$ cat src/rtl/alu_multicycle.sv
// Execute-stage ALU: single-cycle logic/arith/shift ops plus an iterative
// signed multiply-accumulate (MULA) into a 64-bit accumulator.
//   state | meaning
//   IDLE  | accepts Start/AccClr, retires single-cycle ops
//   MUL   | shift-add of MUL_STEP_BITS multiplier bits per cycle
//   FIN   | signs the product, folds it into the accumulator, pulses Done
module alu_multicycle #(
  parameter int WIDTH         = 32,
  parameter int MUL_STEP_BITS = 1
) (
  input  logic             CLK,
  input  logic             Reset,
  input  logic             Start,
  input  logic [3:0]       ALUCtrl,
  input  logic [WIDTH-1:0] BusA,
  input  logic [WIDTH-1:0] BusB,
  input  logic [4:0]       Shamt,
  input  logic             AccClr,
  output logic [WIDTH-1:0] BusW,
  output logic             Zero,
  output logic             Overflow,
  output logic             Busy,
  output logic             Done,
  output logic [WIDTH-1:0] AccHi,
  output logic [WIDTH-1:0] AccLo
);

  localparam int         STEPS    = WIDTH / MUL_STEP_BITS;
  localparam logic [5:0] CNT_INIT = 6'(STEPS - 1);

  localparam logic [3:0] OP_AND  = 4'h0, OP_OR   = 4'h1, OP_ADD  = 4'h2, OP_SLL = 4'h3,
                         OP_SRL  = 4'h4, OP_MULA = 4'h5, OP_SUB  = 4'h6, OP_SLT = 4'h7,
                         OP_ADDU = 4'h8, OP_SUBU = 4'h9, OP_XOR  = 4'hA, OP_SLTU = 4'hB,
                         OP_NOR  = 4'hC, OP_SRA  = 4'hD, OP_LUI  = 4'hE;

  typedef enum logic [1:0] {IDLE, MUL, FIN} state_t;

  state_t             state;
  logic [5:0]         cnt;
  logic [2*WIDTH-1:0] acc;
  logic [2*WIDTH-1:0] prod;
  logic [2*WIDTH-1:0] mcand;
  logic [WIDTH-1:0]   mplier;
  logic               sign;

  logic [WIDTH-1:0]   res, sum, diff, abs_a, abs_b;
  logic               ovf;
  logic [2*WIDTH-1:0] partial, acc_next;

  always_comb begin
    sum  = BusA + BusB;
    diff = BusA - BusB;
    res  = '0;
    ovf  = 1'b0;
    case (ALUCtrl)
      OP_AND:  res = BusA & BusB;
      OP_OR:   res = BusA | BusB;
      OP_ADD: begin
        res = sum;
        ovf = (BusA[WIDTH-1] == BusB[WIDTH-1]) && (sum[WIDTH-1] != BusA[WIDTH-1]);
      end
      OP_SUB: begin
        res = diff;
        ovf = (BusA[WIDTH-1] != BusB[WIDTH-1]) && (diff[WIDTH-1] != BusA[WIDTH-1]);
      end
      OP_ADDU: res = sum;
      OP_SUBU: res = diff;
      OP_SLL:  res = BusB << Shamt;
      OP_SRL:  res = BusB >> Shamt;
      OP_SRA:  res = $signed(BusB) >>> Shamt;
      OP_SLT:  res = {{(WIDTH-1){1'b0}}, $signed(BusA) < $signed(BusB)};
      OP_SLTU: res = {{(WIDTH-1){1'b0}}, BusA < BusB};
      OP_XOR:  res = BusA ^ BusB;
      OP_NOR:  res = ~(BusA | BusB);
      OP_LUI:  res = {BusB[15:0], 16'h0};
      default: res = '0;
    endcase
  end

  // Magnitudes feed an unsigned shift-add; the sign is re-applied in FIN.
  assign abs_a = BusA[WIDTH-1] ? -BusA : BusA;
  assign abs_b = BusB[WIDTH-1] ? -BusB : BusB;

  always_comb begin
    partial = '0;
    for (int j = 0; j < MUL_STEP_BITS; j++)
      if (mplier[j]) partial = partial + (mcand << j);
  end

  assign acc_next = acc + (sign ? -prod : prod);

  always_ff @(posedge CLK) begin
    if (Reset) begin
      state    <= IDLE;
      cnt      <= '0;
      acc      <= '0;
      prod     <= '0;
      mcand    <= '0;
      mplier   <= '0;
      sign     <= 1'b0;
      BusW     <= '0;
      Zero     <= 1'b1;
      Overflow <= 1'b0;
      Busy     <= 1'b0;
      Done     <= 1'b0;
    end else begin
      case (state)
        IDLE: begin
          Done <= 1'b0;
          if (AccClr) acc <= '0;
          if (Start) begin
            if (ALUCtrl == OP_MULA) begin
              mcand  <= {{WIDTH{1'b0}}, abs_a};
              mplier <= abs_b;
              sign   <= BusA[WIDTH-1] ^ BusB[WIDTH-1];
              prod   <= '0;
              cnt    <= CNT_INIT;
              Busy   <= 1'b1;
              state  <= MUL;
            end else begin
              BusW     <= res;
              Zero     <= (res == '0);
              Overflow <= ovf;
              Done     <= 1'b1;
            end
          end
        end
        MUL: begin
          prod   <= prod + partial;
          mcand  <= mcand << MUL_STEP_BITS;
          mplier <= mplier >> MUL_STEP_BITS;
          if (cnt == 6'd0) state <= FIN;
          else             cnt   <= cnt - 6'd1;
        end
        FIN: begin
          acc      <= acc_next;
          BusW     <= acc_next[WIDTH-1:0];
          Zero     <= (acc_next[WIDTH-1:0] == '0);
          Overflow <= 1'b0;
          Done     <= 1'b1;
          Busy     <= 1'b0;
          state    <= IDLE;
        end
        default: state <= IDLE;
      endcase
    end
  end

  assign AccHi = acc[2*WIDTH-1:WIDTH];
  assign AccLo = acc[WIDTH-1:0];

endmodule

$ cat config.mk
export PLATFORM = sky130hd
export DESIGN_NAME = alu_multicycle
export DESIGN_NICKNAME = d
export VERILOG_FILES = /design/src/rtl/alu_multicycle.sv
export SDC_FILE = /design/constraint.sdc
export NUM_CORES = 2
export LEC_CHECK = 0
export BUFFER_PORTS_ARGS = -buffer_cell sky130_fd_sc_hd__buf_4
export CELL_PAD_IN_SITES_DETAIL_PLACEMENT = 1
export CELL_PAD_IN_SITES_GLOBAL_PLACEMENT = 1
export CORE_MARGIN = 2
export CORE_UTILIZATION = 30
export CTS_BUF_LIST = sky130_fd_sc_hd__clkbuf_4
export CTS_CLUSTER_SIZE = 30
export DETAILED_ROUTE_END_ITERATION = 8
export MAX_ROUTING_LAYER = met4
export PLACE_DENSITY = 0.7
export SLEW_MARGIN = 40
export SYNTH_ARGS = -nofsm -noshare
export SYNTH_HDL_FRONTEND = slang
export SYNTH_SLANG_ARGS = --single-unit
$ cat constraint.sdc
create_clock -name CLK -period 5.16 [get_ports CLK]
set_clock_uncertainty 0.1 [all_clocks]
set_input_delay 0.258 -clock CLK [delete_from_list [all_inputs] [get_ports CLK]]
set_output_delay 0.258 -clock CLK [all_outputs]
set_load 0.005 [all_outputs]
==> results_tabular.tex <==
\begin{tabular}{lr}
\hline
Metric & Value \\
\hline
\multicolumn{2}{l}{\textbf{Floorplan}} \\
Die area & 103,000 um\^{}2 \\
I/O pin total & 177 \\
Horizontal extent of the die & 321 um \\
\# rows & 116 \\
Height of the chip & 321 um \\
Core Region & 99,900 um\^{}2 \\
Initial core utilization & 30.2\% \\
\multicolumn{2}{l}{\textbf{Place}} \\
Placer Congestion & 0.989 \\
Pre-CTS setup slack & -0.344 ns \\
Post-place instance area & 34,300 um\^{}2 \\
Dpl hpwl & 108 mm \\
Port Buf Inserts & 176 \\
\multicolumn{2}{l}{\textbf{STA}} \\
Post-layout min period & 5.25 ns \\
Finish-stage setup viols & 1 \\
Worst Hold Margin & 0.105 ns \\
Setup WS post-layout & -0.0937 ns \\
Maximum achievable frequency & 190 MHz \\
Final slew viol count & 0 \\
Final hold violation count & 0 \\
Worst Tran Pin Value & 0.879 ns \\
Max-Slew Margin vs Limit & 40.8\% \\
Portion of the clock cycle consumed by the worst path in the final layout & 102\% \\
Unrepaired setup endpoints after global routing & yes \\
\multicolumn{2}{l}{\textbf{Yosys}} \\
Post-synth design cell area & 30,200 um\^{}2 \\
Proportion of synthesized flip-flops having asynchronous set or reset & 0\% \\
Yosys warns & 0 \\
Synthesized instance count & 4,057 \\
Post-Syn Area per Cell & 7.44 um\^{}2 \\
Nets in the synthesized netlist & 4,368 \\
Number of distinct library cells after synthesis & 86 \\
Dominant register cell in the synthesized netlist & sky130\_fd\_sc\_hd\_\_dfxtp\_1 \\
Number of flip-flops and latches in the synthesized netlist & 269 \\
Cell accounting for the most synthesized area & sky130\_fd\_sc\_hd\_\_dfxtp\_1 \\
EDFF count, synth & 0 \\
Main area contributors after synthesis & sky130\_fd\_sc\_hd\_\_dfxtp\_1 (18\%), sky130\_fd\_sc\_hd\_\_ha\_1 (9.5\%), sky130\_fd\_sc\_hd\_\_nand2\_1 (5.8\%) \\
Share of the synthesized area in the top cell type & 17.8\% \\
Part of the Yosys area used for sequential elements & 17.8\% \\
\multicolumn{2}{l}{\textbf{Global routing}} \\
Vias in the first global route & 34,100 \\
Initial antenna violation count & 6 \\
Wire length of the first global-routing pass & 210 mm \\
Total Routing Usage GR & 26.8\% \\
Total congestion overflow after global routing & 0 \\
Maximum number of pins on one net before global-route repair & 81 \\
\multicolumn{2}{l}{\textbf{Drt}} \\
DR vias & 34,000 \\
Drt initial violations & 2,981 \\
Detailed Routing Iterations Pass 1 & 6 \\
Wire length the detailed router placed on met1 & 62.5 mm \\
Post-route DRC & 0 \\
Total length of routed met2 wires & 61.9 mm \\
Detailed Route WL & 139 mm \\
Drt wl/cell & 24.1 um \\
Highest routed layer & met4 \\
Number of antenna-violating nets in the routed design & 0 \\
Post-detailed-route via-to-cell ratio & 5.92 \\
Met3 routed wirelength & 9.30 mm \\
\multicolumn{2}{l}{\textbf{Hold path}} \\
Type of the tightest min-delay check & input port to register \\
\multicolumn{2}{l}{\textbf{Run status}} \\
Run status & finished with violations \\
Violated checks & negative setup slack \\
\multicolumn{2}{l}{\textbf{Pwr}} \\
Leakage power & 15.7 nW \\
Overall power of the completed layout & 6.06 mW \\
Worst IR drop on VDD & 0.121 mV \\
Power density normalized to cell area & 166 nW/um\^{}2 \\
\multicolumn{2}{l}{\textbf{Finish}} \\
Layout cells sized above 1 & 18.2\% \\
Commonest cells after routing, fill and taps aside & sky130\_fd\_sc\_hd\_\_buf\_4 (476), sky130\_fd\_sc\_hd\_\_nand2\_1 (461), sky130\_fd\_sc\_hd\_\_a21oi\_1 (322), sky130\_fd\_sc\_hd\_\_nor2\_1 (279), sky130\_fd\_sc\_hd\_\_dfxtp\_1 (267) \\
Number of nets in the final layout & 4,692 \\
Most common cell after layout, fill and taps aside & sky130\_fd\_sc\_hd\_\_buf\_4 \\
Synth-to-Final Area Change & 21.2\% \\
Fin area & 36,600 um\^{}2 \\
\multicolumn{2}{l}{\textbf{Worst setup path}} \\
Data arrival time of the critical path & 5.96 ns \\
Kind of capture point of the worst setup path & register \\
Maximum fanout encountered on the critical timing path & 2 \\
CP Class & register to register \\
CP startpoint kind & register \\
CP Data Required Time & 5.87 ns \\
\multicolumn{2}{l}{\textbf{Clocking}} \\
Inserted Clock Buffers & 79 \\
Root Driver & sky130\_fd\_sc\_hd\_\_clkbuf\_4 \\
Max Root-Sink Buffers & 3 \\
Clock tree from TritonCTS & done \\
Later-pin clock latency in the skew report & 0.89 ns \\
CTS H-Tree Depth & 3 \\
Register clock-pin slew on the reported worst setup and hold paths & 0.08 ns \\
CTS Sinks & 269 \\
\multicolumn{2}{l}{\textbf{Flow run}} \\
Max-cap violation count & 0 \\
\hline
\end{tabular}
==> timing repair <==
item                       4_1_cts  5_1_grt
buffers inserted                 4        3
pin swaps                        9       16
resized for setup               16       51
hold endpoints to repair       135        0
setup endpoints to repair       11       27
hold buffers                    88        0
==> per-layer routing <==
layer  global-route usage [%]  vias to the layer above
met5                        -                        -
met4                     9.39                        0
met3                     3.46                      247
met2                     41.6                     1274
met1                     35.7                    16700
li1                         -                    15700
==> sequential cells by signal (all words and copies together), names as in the netlist <==
register	count
acc	64
mcand	64
prod	64
BusW	32
mplier	32
cnt	6
state	2
Busy	1
Done	1
Overflow	1
Zero	1
sign	1
==> final cells by class <==
class                      count  area (um^2)
inverter                     136          510
fill                       12300        63300
tap                         1298         1620
clock inverter                30          165
timing repair buffer         571         4570
antenna                        5         12.5
sequential                   269         5390
clock buffer                 111          833
multi-input combinational   3324        23500
==> cells by family (layout without fill, tap and decap cells) <==
group / Yosys count / after routing / synth area share (%)
AOI/OAI and AO/OA: 1329 / 1329 / 29.4
xor gates and xnor gates: 247 / 247 / 7.17
adders and majority gates: 234 / 234 / 9.80
buffers and inverters: 464 / 848 / 5.87
DFF: 269 / 269 / 17.8
muxes: 146 / 146 / 7.88
other: 0 / 5 / 0
and+or+nand+nor: 1368 / 1368 / 22.0
==> through the flow <==
step	setup TNS, ns	instances	utilization (%)
final	-0.0937	5744	36.7
after global routing	-0.744	5744	36.7
after CTS	-0.185	5735	36.4
after detailed placement	-2.25	5502	34.4
after global placement	-1.52	5501	34.3
after floorplan	-0.173	4057	-
==> critical path, cell delays in order, from the launching register on <==
cell and delay, ns:
sky130_fd_sc_hd__dfxtp_1 0.31, sky130_fd_sc_hd__or3_4 0.38, sky130_fd_sc_hd__or4_4 0.43, sky130_fd_sc_hd__or3_4 0.34
sky130_fd_sc_hd__or3_4 0.39, sky130_fd_sc_hd__or3_4 0.34, sky130_fd_sc_hd__or4_4 0.44, sky130_fd_sc_hd__nand2_4 0.09
sky130_fd_sc_hd__xnor2_2 0.11, sky130_fd_sc_hd__ha_1 0.26, sky130_fd_sc_hd__a21o_1 0.16, sky130_fd_sc_hd__a21o_1 0.17
sky130_fd_sc_hd__a21o_1 0.18, sky130_fd_sc_hd__a21o_1 0.17, sky130_fd_sc_hd__a21o_1 0.17, sky130_fd_sc_hd__a21o_1 0.18
sky130_fd_sc_hd__a21oi_2 0.15, sky130_fd_sc_hd__nand3_1 0.08, sky130_fd_sc_hd__or3_1 0.33, sky130_fd_sc_hd__nand4b_1 0.13
sky130_fd_sc_hd__mux2i_1 0.19, sky130_fd_sc_hd__a21o_1 0.09
==> report_power, final <==
part           total (mW)  internal (mW)  switching [mW]  leakage [nW]
combinational        1.82          0.677            1.14          12.9
clock                2.10           1.05            1.05         0.595
sequential           2.15           2.11          0.0322          2.18
total                6.06           3.84            2.22          15.7
==> cell usage after synthesis, types with 35 or more instances <==
master	n
sky130_fd_sc_hd__nand2_1	463
sky130_fd_sc_hd__a21oi_1	334
sky130_fd_sc_hd__nor2_1	285
sky130_fd_sc_hd__clkbuf_1	276
sky130_fd_sc_hd__dfxtp_1	269
sky130_fd_sc_hd__o21ai_0	243
sky130_fd_sc_hd__ha_1	230
sky130_fd_sc_hd__xnor2_1	196
sky130_fd_sc_hd__nand3_1	140
sky130_fd_sc_hd__inv_1	135
sky130_fd_sc_hd__a21o_1	122
sky130_fd_sc_hd__and2_1	79
sky130_fd_sc_hd__a31oi_1	77
sky130_fd_sc_hd__mux4_2	67
sky130_fd_sc_hd__nand4_1	65
sky130_fd_sc_hd__o31ai_1	59
sky130_fd_sc_hd__a22o_1	58
sky130_fd_sc_hd__nor3_1	57
sky130_fd_sc_hd__mux2i_1	51
sky130_fd_sc_hd__xor2_1	51
sky130_fd_sc_hd__a22oi_1	48
sky130_fd_sc_hd__nor2b_1	42
sky130_fd_sc_hd__or3_1	42
sky130_fd_sc_hd__a211oi_1	39
sky130_fd_sc_hd__o211ai_1	39
sky130_fd_sc_hd__nand2b_1	37
sky130_fd_sc_hd__o21bai_1	35
==> path summary, 6_finish.rpt <==
kind | to | slack (ns) | from | cells after the start
hold / removal | mcand[1] | 0.11 | Start | 5
setup reg to reg | acc[63] | -0.09 | prod[27] | 21
setup / recovery | acc[63] | -0.09 | prod[27] | 21
hold reg to reg | mcand[45] | 0.29 | mcand[44] | 1
Note: power is estimated with default switching activity, not from simulation.
